### config.mk
export PLATFORM = sky130hd
export DESIGN_NAME = up_mem_loader
export DESIGN_NICKNAME = d
export VERILOG_FILES = /design/src/rtl/up_mem_loader.sv
export SDC_FILE = /design/constraint.sdc
export NUM_CORES = 1
export LEC_CHECK = 0
export ABC_AREA = 1
export BUFFER_PORTS_ARGS = -buffer_cell sky130_fd_sc_hd__buf_2
export CAP_MARGIN = 10
export CORE_ASPECT_RATIO = 1.75
export CORE_UTILIZATION = 30
export CTS_CLUSTER_SIZE = 24
export DETAILED_ROUTE_END_ITERATION = 8
export GPL_TIMING_DRIVEN = 0
export MAX_ROUTING_LAYER = met4
export PLACE_DENSITY = 0.59
export RECOVER_POWER = 100
export SLEW_MARGIN = 20
export SYNTH_ARGS = -nofsm -noshare
export SYNTH_HDL_FRONTEND = slang
export SYNTH_SLANG_ARGS = --single-unit
### constraint.sdc
create_clock -name clk -period 2.35 [get_ports clk]
set_input_delay 0.1175 -clock clk [delete_from_list [all_inputs] [get_ports clk]]
set_output_delay 0.1175 -clock clk [all_outputs]
set_load 0.02 [all_outputs]
### src/rtl/up_mem_loader.sv
// Framed byte-stream program loader that owns the memory write port and holds the CPU off while loading.
// Optional inter-byte timeout inside a frame: define LOADER_TIMEOUT_EN.
module up_mem_loader #(
    parameter logic [7:0]  SYNC_BYTE      = 8'hA5,
    parameter int unsigned TIMEOUT_CYCLES = 1024
) (
    input  logic       clk,
    input  logic       nRst,
    input  logic [7:0] rx_data,
    input  logic       rx_valid,
    output logic       rx_ready,
    input  logic [7:0] cpu_address,
    input  logic [7:0] cpu_in,
    input  logic       cpu_we,
    output logic [7:0] mem_address,
    output logic [7:0] mem_in,
    output logic       mem_we,
    output logic       cpu_hold,
    output logic       done,
    output logic       err
);
    typedef enum logic [2:0] {IDLE, ADDR, LEN, DATA, CSUM, DONE} state_t;

    state_t     state_q, state_d;
    logic       cpu_hold_q, cpu_hold_d;
    logic       err_q, err_d;
    logic       ld_we_q, ld_we_d;
    logic [7:0] ld_addr_q, ld_addr_d;
    logic [7:0] ld_data_q, ld_data_d;
    logic [7:0] ptr_q, ptr_d;
    logic [7:0] count_q, count_d;
    logic [7:0] sum_q, sum_d;
    logic       accept;
    logic       timeout;

    assign rx_ready = (state_q != DONE);
    assign accept   = rx_valid && rx_ready;

`ifdef LOADER_TIMEOUT_EN
    localparam int unsigned TW = $clog2(TIMEOUT_CYCLES + 1);

    logic [TW-1:0] idle_q, idle_d;
    logic          in_frame;

    assign in_frame = (state_q == ADDR) || (state_q == LEN) ||
                      (state_q == DATA) || (state_q == CSUM);

    always_comb begin
        idle_d = '0;
        if (in_frame && !accept) idle_d = idle_q + 1'b1;
    end

    // Fires on the idle cycle that brings the count up to TIMEOUT_CYCLES.
    assign timeout = in_frame && !accept && (idle_q == TW'(TIMEOUT_CYCLES - 1));

    always_ff @(posedge clk or negedge nRst) begin
        if (!nRst) idle_q <= '0;
        else       idle_q <= idle_d;
    end
`else
    logic unused_timeout_cfg;
    assign unused_timeout_cfg = |TIMEOUT_CYCLES;
    assign timeout            = 1'b0;
`endif

    always_comb begin
        state_d    = state_q;
        cpu_hold_d = cpu_hold_q;
        err_d      = err_q;
        ld_we_d    = 1'b0;
        ld_addr_d  = ld_addr_q;
        ld_data_d  = ld_data_q;
        ptr_d      = ptr_q;
        count_d    = count_q;
        sum_d      = sum_q;
        case (state_q)
            IDLE: if (accept && rx_data == SYNC_BYTE) begin
                state_d    = ADDR;
                cpu_hold_d = 1'b1;
                err_d      = 1'b0;
            end
            ADDR: if (accept) begin
                ptr_d   = rx_data;
                sum_d   = rx_data;
                state_d = LEN;
            end
            LEN: if (accept) begin
                count_d = rx_data;
                sum_d   = sum_q + rx_data;
                state_d = DATA;
            end
            DATA: if (accept) begin
                ld_we_d   = 1'b1;
                ld_addr_d = ptr_q;
                ld_data_d = rx_data;
                ptr_d     = ptr_q + 8'd1;
                sum_d     = sum_q + rx_data;
                count_d   = count_q - 8'd1;
                // A length byte of 0 wraps through 255..1, giving 256 data bytes.
                if (count_q == 8'd1) state_d = CSUM;
            end
            CSUM: if (accept) begin
                if (rx_data != sum_q) err_d = 1'b1;
                state_d = DONE;
            end
            DONE: begin
                state_d    = IDLE;
                cpu_hold_d = 1'b0;
            end
            default: state_d = IDLE;
        endcase
        if (timeout) begin
            err_d   = 1'b1;
            state_d = DONE;
        end
    end

    always_ff @(posedge clk or negedge nRst) begin
        if (!nRst) begin
            state_q    <= IDLE;
            cpu_hold_q <= 1'b0;
            err_q      <= 1'b0;
            ld_we_q    <= 1'b0;
            ld_addr_q  <= 8'd0;
            ld_data_q  <= 8'd0;
            ptr_q      <= 8'd0;
            count_q    <= 8'd0;
            sum_q      <= 8'd0;
        end else begin
            state_q    <= state_d;
            cpu_hold_q <= cpu_hold_d;
            err_q      <= err_d;
            ld_we_q    <= ld_we_d;
            ld_addr_q  <= ld_addr_d;
            ld_data_q  <= ld_data_d;
            ptr_q      <= ptr_d;
            count_q    <= count_d;
            sum_q      <= sum_d;
        end
    end

    assign cpu_hold    = cpu_hold_q;
    assign done        = (state_q == DONE);
    assign err         = err_q;
    assign mem_address = cpu_hold_q ? ld_addr_q : cpu_address;
    assign mem_in      = cpu_hold_q ? ld_data_q : cpu_in;
    assign mem_we      = cpu_hold_q ? ld_we_q   : cpu_we;
endmodule

==> results.cfg <==
[pwr]
power_density_nw_per_um2 = 1310
leakage_uw = 0.001735
irDropWorstVdd_mv = 0.4707

[sta]
clock_skew_ps = 6.838
rsz0062_at_grt = no
fin_crit_sh_pct = 88.57
setup_viol = 0
fmax_mhz = 480.4
fin_crit_ps = 2081
fin_setup_tns_ps = 0
report.final.slew_viol_count = 0
maxSlewHeadroom_pct = 20.47
worst_slew_pin_slew_ps = 1193
hold_violations = 0

[route]
first_pass_iters = 4
routed_wl_mm = 7.381
wire_per_inst_microns = 12.66
antenna_left = 0
drt_iter0_markers = 191
drc = 0
vias = 2734
via_per_inst = 4.690

[worst_setup_path]
crit_arrival_ps = 2250
slowest_delay_ps = 480
path_cells = nand2_1, nor2_1, clkinv_1, nor2_1, inv_1, clkbuf_2, nand2_1, o21ai_0
start_kind = flip-flop
crit_required_ps = 2520
end_kind = flip-flop
cp_slowest_cell = dfrtp_1
worst-setup-path-type = reg -> reg
rr_worst_depth = 8
cp_max_fo = 10

[die]
start_util_pct = 31.21
dieHeight_microns = 131.1
fp.dieW_microns = 75.76
coreArea_sq_um = 9151
fp.dieArea_sq_um = 9931
io-pin-count = 49
num_rows = 46

[clock_tree]
numClockSinks = 46
cts-root-buf = clkbuf_16
cts_buffers = 5
h-tree-depth = 2
clk_path_buf_depth = 2
cts_tree = built
worstSkewPairLatency_ps = 290
worst_setup_hold_path_clk_slew_ps = 60
postCtsSetupBuffers = 0

[synth]
avgSynthCellArea_sq_um = 7.036
syn_area_sq_um = 2856
synth_area_leaders = dfrtp_1, nand2_1, inv_1
synthTopCellsByCount = nand2_1, dfrtp_1, inv_1, nor2_1, o21ai_0
synthMuxAreaShare_pct = 0
synth_cell_types = 36
postSynthCellCount = 406
yosys_warnings = 0
synth_compound_area_share_pct = 14.10
synth-seq-cells = 46
ys_seq_area_share_pct = 40.30
netlist.area_leader.share_pct = 40.30
synthAdderAreaFrac_pct = 5.081
yosys.area_share.simple_pct = 30.92
synth_top_family_by_area = simple AND/OR/NAND/NOR gates
ys.flop_type = dfrtp_1
syn_nets = 445
yosys.area.top_type = dfrtp_1
synth_xor_area_share_pct = 1.226
synth_async_sr_flop_share_pct = 100.0
synth.most_common_cell = nand2_1
synth_edf_count = 0

[layout]
multiInputGateArea_sq_um = 1448
regArea_sq_um = 1151
antenna_cells = 0
syn_to_final_growth_pct = 17.61
post-route-util_pct = 36.71
drive_above_1_share_pct = 11.02
fin_nets = 501
fill_cells = 1007

[global_routing]
antenna_found_initial = 0
grt_usage_pct = 16.61
grt_overflow_total = 0
grt_pass1_wl_mm = 11.91
first_global_vias = 2569
grt_max_degree = 47

[worst_hold_path]
holdPathStages = 3
worstHoldPathType = in -> reg

[run]
cap_violations = 0

[placed_design]
place_congestion = 0.8406
dp_hpwl_mm = 5.886
port_buffers = 48

[status]
outcome = complete, no violations
## layout make-up
type / count / share of cell area, %
plain buffers: 12 / 1.788
flip-flops and latches: 46 / 34.26
repair buffers: 49 / 6.965
inverters: 45 / 5.028
clock buffers: 7 / 4.246
multi-input cells: 303 / 43.09
well taps: 120 / 4.469
clock inverters: 1 / 0.1490
## worst max-delay path, delay by kind of cell (launching register included)
family,cells,cell delay [ps]
AND/OR/NAND/NOR,4,880
buffers and inverters,3,520
flip-flops,1,480
AO/OA/AOI/OAI,1,80
## state kept, by name, indices dropped and copies added, names as in the netlist
register / count
sum_q: 8
state_q: 3
ld_we_q: 1
cpu_hold: 1
ld_addr_q: 8
err: 1
ld_data_q: 8
count_q: 8
ptr_q: 8
## logic make-up (layout without fill, tap and decap cells)
kind of cell	after synthesis	after routing
simple gates	216	216
compound gates	72	72
buf+inv	57	114
flops	46	46
fa+ha+maj	11	11
xor+xnor	4	4
## what timing repair did
action	4_1_cts	5_1_grt
gates resized for setup	0	0
hold endpoints to repair	0	46
hold buffers	0	1
## routing by layer
metal,track usage [%],wire length [microns]
met5,-,0
met4,10.02,331
met3,2.141,210
met2,29.93,4042
met1,16.31,2795
## layout by cell type (no fill, tap or decap), types with 2 or more instances in the layout
| master | netlist | final |
|---|---|---|
| dfrtp_1 | 46 | 46 |
| a22oi_1 | 3 | 3 |
| nor2_1 | 34 | 37 |
| nand4_1 | 6 | 6 |
| ha_1 | 10 | 10 |
| nand2_1 | 150 | 150 |
| clkbuf_1 | 3 | 21 |
| o31ai_1 | 2 | 2 |
| inv_1 | 39 | 41 |
| clkinv_1 | 1 | 2 |
| buf_2 | 5 | 29 |
| a21oi_1 | 16 | 16 |
| xor2_1 | 2 | 2 |
| a22o_1 | 2 | 2 |
| xnor2_1 | 2 | 2 |
| o21ai_1 | 12 | 3 |
| inv_2 | 5 | 2 |
| nand3_1 | 18 | 18 |
| clkbuf_16 | 0 | 5 |
| a21boi_0 | 0 | 2 |
| o22ai_1 | 2 | 2 |
| o21ai_0 | 27 | 36 |
| o211ai_1 | 2 | 2 |
| clkbuf_2 | 0 | 9 |
## power breakdown
group	internal [uW]	switching, uW
clock	422	291
combinational	768	1500
sequential	1170	247
## stage by stage
stage,cells,hold slack (ps),instance area (sq um),setup slack (ps),power (uW)
5_1_grt,583,132.7,3359,59.25,4851
3_3_place_gp,574,386.0,3247,495.7,3738
3_5_place_dp,574,379.7,3247,456.6,3797
2_1_floorplan,406,-178.1,2856,756.8,3142
6_report,583,125.0,3359,268.6,4400
4_1_cts,582,70.53,3395,244.2,4531
## worst paths after layout
check | from | end | slack, ps
max | state_q[0]$_DFFE_PN0P_ | ld_data_q[3]$_DFFE_PN0P_ | 270
min | rx_data[0] | ld_data_q[0]$_DFFE_PN0P_ | 130
max reg2reg | state_q[0]$_DFFE_PN0P_ | ld_data_q[3]$_DFFE_PN0P_ | 270
min reg2reg | ld_data_q[0]$_DFFE_PN0P_ | ld_data_q[0]$_DFFE_PN0P_ | 470
max in group asynchronous | nRst | ld_data_q[2]$_DFFE_PN0P_ | 1010
min in group asynchronous | nRst | ptr_q[6]$_DFFE_PN0P_ | 600
No activity file was read; power rests on OpenSTA's default activity.
